===== config.mk =====
export PLATFORM = sky130hd
export DESIGN_NAME = delay_stream_ctrl
export DESIGN_NICKNAME = d
export VERILOG_FILES = /design/src/rtl/delay_stream_ctrl_pkg.sv /design/src/rtl/delay_stream_ctrl_reg.sv /design/src/rtl/delay_stream_ctrl.sv
export SDC_FILE = /design/constraint.sdc
export NUM_CORES = 1
export LEC_CHECK = 0
export CAP_MARGIN = 30
export CORE_MARGIN = 2
export CORE_UTILIZATION = 35
export CTS_CLUSTER_DIAMETER = 200
export DETAILED_ROUTE_END_ITERATION = 10
export GPL_TIMING_DRIVEN = 1
export PLACE_DENSITY_LB_ADDON = 0.3
export SYNTH_ARGS = -nofsm -noshare
export SYNTH_HDL_FRONTEND = slang
export SYNTH_SLANG_ARGS = --single-unit

===== constraint.sdc =====
create_clock -name clk -period 3.3 [get_ports clk]
set_clock_uncertainty 0.1 [all_clocks]
set_input_delay 0.66 -clock clk [delete_from_list [all_inputs] [get_ports clk]]
set_output_delay 0.66 -clock clk [all_outputs]
set_load 0.02 [all_outputs]

===== src/rtl/delay_stream_ctrl_pkg.sv =====
// Shared definitions for delay_stream_ctrl: FSM states, delay-line entry layout,
// stats counter width and the delay clamp helpers.
package delay_stream_ctrl_pkg;

  typedef enum logic [1:0] {
    IDLE   = 2'd0,
    STREAM = 2'd1,
    DRAIN  = 2'd2
  } state_t;

  // Line entry is {valid, last, data}; flag offsets are relative to the data width.
  localparam int unsigned ENTRY_LAST_OFS  = 0;
  localparam int unsigned ENTRY_VALID_OFS = 1;
  localparam int unsigned ENTRY_FLAG_W    = 2;

  localparam int unsigned STAT_W = 16;

  function automatic int unsigned clamp_delay(input logic [7:0] req, input int unsigned depth);
    if (req == '0) return 1;
    if (32'(req) > depth) return depth;
    return 32'(req);
  endfunction

  function automatic logic delay_out_of_range(input logic [7:0] req, input int unsigned depth);
    return (req == '0) || (32'(req) > depth);
  endfunction

endpackage


===== src/rtl/delay_stream_ctrl_reg.sv =====
// delay_reg: DEPTH-entry shift line with a selectable read tap (in_pos = 1..DEPTH).
// Position 1 is the entry written on the most recent clock edge.
module delay_reg #(
  parameter int unsigned DEPTH = 4,
  parameter int unsigned WIDTH = 34,
  parameter int unsigned SEL_W = $clog2(DEPTH + 1)
) (
  input  logic             clk,
  input  logic             reset,
  input  logic [WIDTH-1:0] in_data,
  input  logic [SEL_W-1:0] in_pos,
  output logic [WIDTH-1:0] out_data
);

  logic [WIDTH-1:0] line [DEPTH];

  always_ff @(posedge clk or negedge reset) begin
    if (!reset) begin
      for (int unsigned i = 0; i < DEPTH; i++) line[i] <= '0;
    end else begin
      line[0] <= in_data;
      for (int unsigned i = 1; i < DEPTH; i++) line[i] <= line[i-1];
    end
  end

  always_comb begin
    out_data = '0;
    for (int unsigned i = 0; i < DEPTH; i++) begin
      if (in_pos == SEL_W'(i + 1)) out_data = line[i];
    end
  end

endmodule


===== src/rtl/delay_stream_ctrl.sv =====
// delay_stream_ctrl: per-packet programmable delay of a valid/last stream.
// Optional stats outputs (pkt_count, clamp_count) enabled by DELAY_STREAM_STATS_EN.
module delay_stream_ctrl
  import delay_stream_ctrl_pkg::*;
#(
  parameter int unsigned DEPTH = 4,
  parameter int unsigned WIDTH = 32
) (
  input  logic              clk,
  input  logic              reset,
  input  logic [WIDTH-1:0]  s_data,
  input  logic              s_valid,
  input  logic              s_last,
  output logic              s_ready,
  input  logic [7:0]        delay_req,
  output logic [WIDTH-1:0]  m_data,
  output logic              m_valid,
  output logic              m_last,
  output logic              clamp_err
`ifdef DELAY_STREAM_STATS_EN
  ,
  output logic [STAT_W-1:0] pkt_count,
  output logic [STAT_W-1:0] clamp_count
`endif
);

  localparam int unsigned SEL_W     = $clog2(DEPTH + 1);
  localparam int unsigned ENTRY_W   = WIDTH + ENTRY_FLAG_W;
  localparam int unsigned LAST_BIT  = WIDTH + ENTRY_LAST_OFS;
  localparam int unsigned VALID_BIT = WIDTH + ENTRY_VALID_OFS;

  state_t             state;
  logic [SEL_W-1:0]   cur_delay;
  logic [SEL_W-1:0]   drain_cnt;
  logic [SEL_W-1:0]   req_clamped;
  logic [SEL_W-1:0]   tap_sel;
  logic               accept;
  logic [ENTRY_W-1:0] push_entry;
  logic [ENTRY_W-1:0] tap_entry;

  // Ready is gated by the reset pin so it is low during reset yet high in the
  // very first cycle after release, which a registered flag cannot provide.
  always_comb begin
    s_ready     = reset && (state != DRAIN);
    accept      = s_valid && s_ready;
    req_clamped = SEL_W'(clamp_delay(delay_req, DEPTH));
    tap_sel     = (state == IDLE) ? req_clamped : cur_delay;
  end

  always_comb begin
    push_entry             = '0;
    push_entry[WIDTH-1:0]  = s_data;
    push_entry[LAST_BIT]   = s_last;
    push_entry[VALID_BIT]  = accept;
  end

  delay_reg #(
    .DEPTH (DEPTH),
    .WIDTH (ENTRY_W),
    .SEL_W (SEL_W)
  ) u_line (
    .clk      (clk),
    .reset    (reset),
    .in_data  (push_entry),
    .in_pos   (tap_sel),
    .out_data (tap_entry)
  );

  always_comb begin
    m_data  = tap_entry[WIDTH-1:0];
    m_last  = tap_entry[LAST_BIT];
    m_valid = tap_entry[VALID_BIT];
  end

  always_ff @(posedge clk or negedge reset) begin
    if (!reset) begin
      state     <= IDLE;
      cur_delay <= SEL_W'(DEPTH);
      drain_cnt <= '0;
      clamp_err <= 1'b0;
    end else begin
      clamp_err <= 1'b0;
      case (state)
        IDLE: begin
          if (accept) begin
            cur_delay <= req_clamped;
            clamp_err <= delay_out_of_range(delay_req, DEPTH);
            drain_cnt <= '0;
            state     <= s_last ? DRAIN : STREAM;
          end
        end
        STREAM: begin
          if (accept && s_last) begin
            drain_cnt <= '0;
            state     <= DRAIN;
          end
        end
        DRAIN: begin
          // DEPTH bubble pushes flush every entry before the tap may move again.
          if (drain_cnt == SEL_W'(DEPTH - 1)) begin
            drain_cnt <= '0;
            state     <= IDLE;
          end else begin
            drain_cnt <= drain_cnt + 1'b1;
          end
        end
        default: state <= IDLE;
      endcase
    end
  end

`ifdef DELAY_STREAM_STATS_EN
  always_ff @(posedge clk or negedge reset) begin
    if (!reset) begin
      pkt_count   <= '0;
      clamp_count <= '0;
    end else begin
      if (m_valid && m_last && (pkt_count != '1)) pkt_count <= pkt_count + 1'b1;
      if (clamp_err && (clamp_count != '1)) clamp_count <= clamp_count + 1'b1;
    end
  end
`endif

endmodule


==> flow_results.org <==
** Run status
- Run status :: complete, but fails checks
- Violations in the final reports :: setup timing

** Logic synthesis
- Async set-or-reset flop fraction in the synthesized netlist :: 1.000
- Leading cell types by count after synthesis :: dfrtp_1 (144), nor2_1 (41), nand2_1 (39)
- dfrtp_1 is the most common cell in the netlist.
- Of the post-synthesis cell area, the dominant cell type holds 0.6128.
- For this run, the number of Yosys warnings is 0.
- Average cell area after synthesis :: 12.38 sq um
- Leading cell types by total area after synthesis :: dfrtp_1 (61%), o41ai_2 (7.7%), nand4_1 (3.6%), o22ai_1 (3.6%), and3_1 (3.1%)
- Cell taking the most area after synthesis :: dfrtp_1
- EDFF count, synth :: 0
- Synth Cell Area :: 5881 sq um
- Synthesis handed over a netlist of 475 instances.
- Post-Synthesis Net Count :: 520
- Part of the Yosys area used for sequential elements :: 0.6172
- Number of distinct library cell variants in the gate-level netlist after synthesis :: 44
- Synthesis inferred 145 register bits.
- Among all flip-flop cells after synthesis, the most frequent one is dfrtp_1.

** GRT
- In the global route stage, met1 resource usage came out at 0.2574.
- The number of global-route vias before repair was 4875.
- The first global-routing pass estimated 26.59 mm of wire.
- Most crowded layer after global routing :: met2
- Initial antenna violation count :: 0
- Pin count of the biggest net entering global routing :: 149
- In the global route stage, met2 resource usage came out at 0.3047.
- Overall routing resource usage :: 0.1950
- Met3 capacity usage during global routing :: 0.06202
- Overflow after GRT :: 0

** Worst setup path
- Traced cell by cell, the critical path runs through buf_6, or4_4, o41a_4, buf_12, and3_4, o41ai_4, buf_4.
- On the worst path, the slowest cell contributes a delay of 0.58 ns.
- Slowest library cell on the worst path :: or4_4
- Worst Reg2Reg Path Length in Cells :: 6
- Data required time at the worst endpoint :: 2.54 ns
- Type of origin of the critical path :: primary input
- Worst endpoint data arrival time :: 2.66 ns
- R2R Setup Slk :: 1.73 ns
- The worst register-to-register path begins at state[1]$_DFFE_PN0P_.
- Of all nets on the critical path, the largest fanout is 6.
- End of the worst register-to-register path :: cur_delay[0]$_DFFE_PN0P_
- Kind of capture point of the worst setup path :: primary output
- Type of the setup path with the least slack :: in -> out

** Detailed routing
- After detailed routing, the number of remaining DRC violations is 0.
- Final routed wirelength across all metal layers :: 16.99 mm
- The first routing iteration left 340 violations.
- The detailed router placed 4600 vias in this run.
- First-pass DRT Iterations :: 5
- Average wire per standard cell :: 20.28 um
- The count of nets left with antenna violations once routing finished came out at 0.
- Via density per instance :: 5.489

** Finish
- Area of the multi-input gates :: 2427 sq um
- After filler insertion, the fill cell instance count of the layout stands at 1385.
- Layout Area Growth over Synthesis :: 43.23%
- Fraction of layout cells with a size suffix above 1 :: 0.3592
- The final layout contains 651 nets.
- Registers take 3630 sq um.
- Ant diodes :: 0
- Non-filler cells, final :: 838

** Floorplanning
- Initial standard-cell utilization of the core :: 0.3559
- Die Footprint :: 17850 sq um
- The initialized floorplan defines 47 standard-cell rows.
- Top-level I/O count :: 80
- The die is 133.6 um wide.
- The total area inside the core boundary comes to 16520 sq um.
- The floorplan step set the die height to 133.6 um.

** STA
- The worst pin sits at a relative slew slack of 0.4343.
- The number of max-slew violations in the final report came to 0.
- Setup TNS Final :: -1.106 ns
- Worst Max-Slew Pin Slew :: 0.8485 ns
- Setup Viol. Count Final :: 19
- Least setup slack across all paths after layout :: -0.1200 ns
- Setup repair after global routing could not meet its margin everywhere.
- Final period demand of the worst path :: 3.420 ns
- Post-Route Hold Slack :: 0.1660 ns
- The total count of hold-check failures in the final report was 0.
- Derived from the worst setup path, the maximum achievable clock frequency is 292.4 MHz.
- Final clock period utilization by the worst path :: 1.036

** CTS
- In this run the deepest clock path goes through 2 buffers.
- Number of buffers inserted for hold repair after clock tree synthesis :: 0
- The H-tree was split into 4 levels.
- Number of buffers created by CTS :: 17
- Buffer cell driving the clock tree root :: clkbuf_16
- Clock latency on the worst-skew pair :: 0.43 ns
- TritonCTS built the clock tree.
- Clock sink count :: 145
- After clock tree synthesis, the clock-pin slew on the worst setup and hold paths is 0.06 ns.

** Placement
- Number of port buffers :: 79
- DPL Wire Length :: 9.990 mm
- Post-Place Setup Slack :: -1.073 ns
- GP Congestion :: 0.8430
- Placed Cells :: 792

** Power
- Leak Pwr :: 3.576 nW
- IR analysis of the VDD net gives a maximum drop of 0.4093 mV.
- Total power divided by cell area :: 765.9 nW/um^2
- Design Power :: 0.006451 W

** Min path
- The min-delay analysis places its worst path in the category in -> async.

** Run
- Count of maximum capacitance violations :: 0
-- layout make-up --
cell class / instances / share of cell area
Inverter: 3 / 0.001337
Sequential cell: 145 / 0.4309
Multi-Input combinational cell: 291 / 0.2882
Timing Repair Buffer: 148 / 0.1710
Clock buffer: 19 / 0.05140
Clock inverter: 12 / 0.02451
Tap cell: 220 / 0.03268
-- through the flow --
stage / util / area (sq um)
after floorplan: - / 5918
after global routing: 0.5097 / 8423
final: 0.5097 / 8423
after CTS: 0.4869 / 8046
after detailed placement: 0.4424 / 7311
after global placement: 0.4424 / 7311
-- critical path: cells and delay by family --
family	cells	cell delay [ns]
and+or+nand+nor	2	0.73
AOI/OAI and AO/OA	2	0.81
buffers and inverters	3	0.45
-- state kept, by name, summed over array words and instances, names as in the netlist --
signal / cells
u_line.line: 136
cur_delay: 3
drain_cnt: 3
state: 2
clamp_err: 1
-- per-layer routing --
metal	routed length (um)	vias up
met5	0	-
met3	919	18
met4	223	0
li1	-	2036
met1	7411	2403
met2	8438	143
-- what timing repair did --
item | in CTS | in global routing
setup buffers | 6 | 8
endpoints found under the setup margin | 34 | 34
pin swaps | 28 | 10
cloned | 2 | 0
resized for setup | 227 | 69
-- cells by family after synthesis --
group,Yosys count,share of synthesized area
buf+inv,41,0.05042
xor+xnor,1,0.001490
compound gates,83,0.1409
simple gates,202,0.1843
fa+ha+maj,1,0.002127
mux,2,0.003617
flops,145,0.6172
-- cells in the final DEF, fill, tap and decap left out, drive strengths merged, types with 2 or more instances in the layout --
cell and n:
nor2 41, and3 37, or3b 2, dfrtp 144, o41ai 33, nand2 39, nand2b 3, o22ai 34
bufinv 5, clkbuf 22, and2 3, clkinv 4, nand3 35, buf 107, nor3 2, nand4 34
o41a 3, clkdlybuf4s50 37, o21ai 5, nor4 2, inv 5, a21oi 3, o211ai 2
-- worst max path at each step --
stage	startpoint	endpoint	slack [ns]	cells after the start
6_report	delay_req[4]	m_data[5]	-0.12	7
5_1_grt	state[1]$_DFFE_PN0P_	m_data[5]	-0.18	6
4_1_cts	delay_req[4]	m_data[5]	-0.13	7
3_5_place_dp	delay_req[3]	m_data[27]	-1.07	7
3_3_place_gp	delay_req[3]	m_data[29]	-1.06	7
2_1_floorplan	delay_req[3]	m_data[24]	0.03	5
-- where the power goes --
part           internal [W]  switching (W)
Combinational       0.00105        0.00132
Sequential          0.00190      0.0000841
Clock               0.00134       0.000752
(Power assumes the default switching activity.)
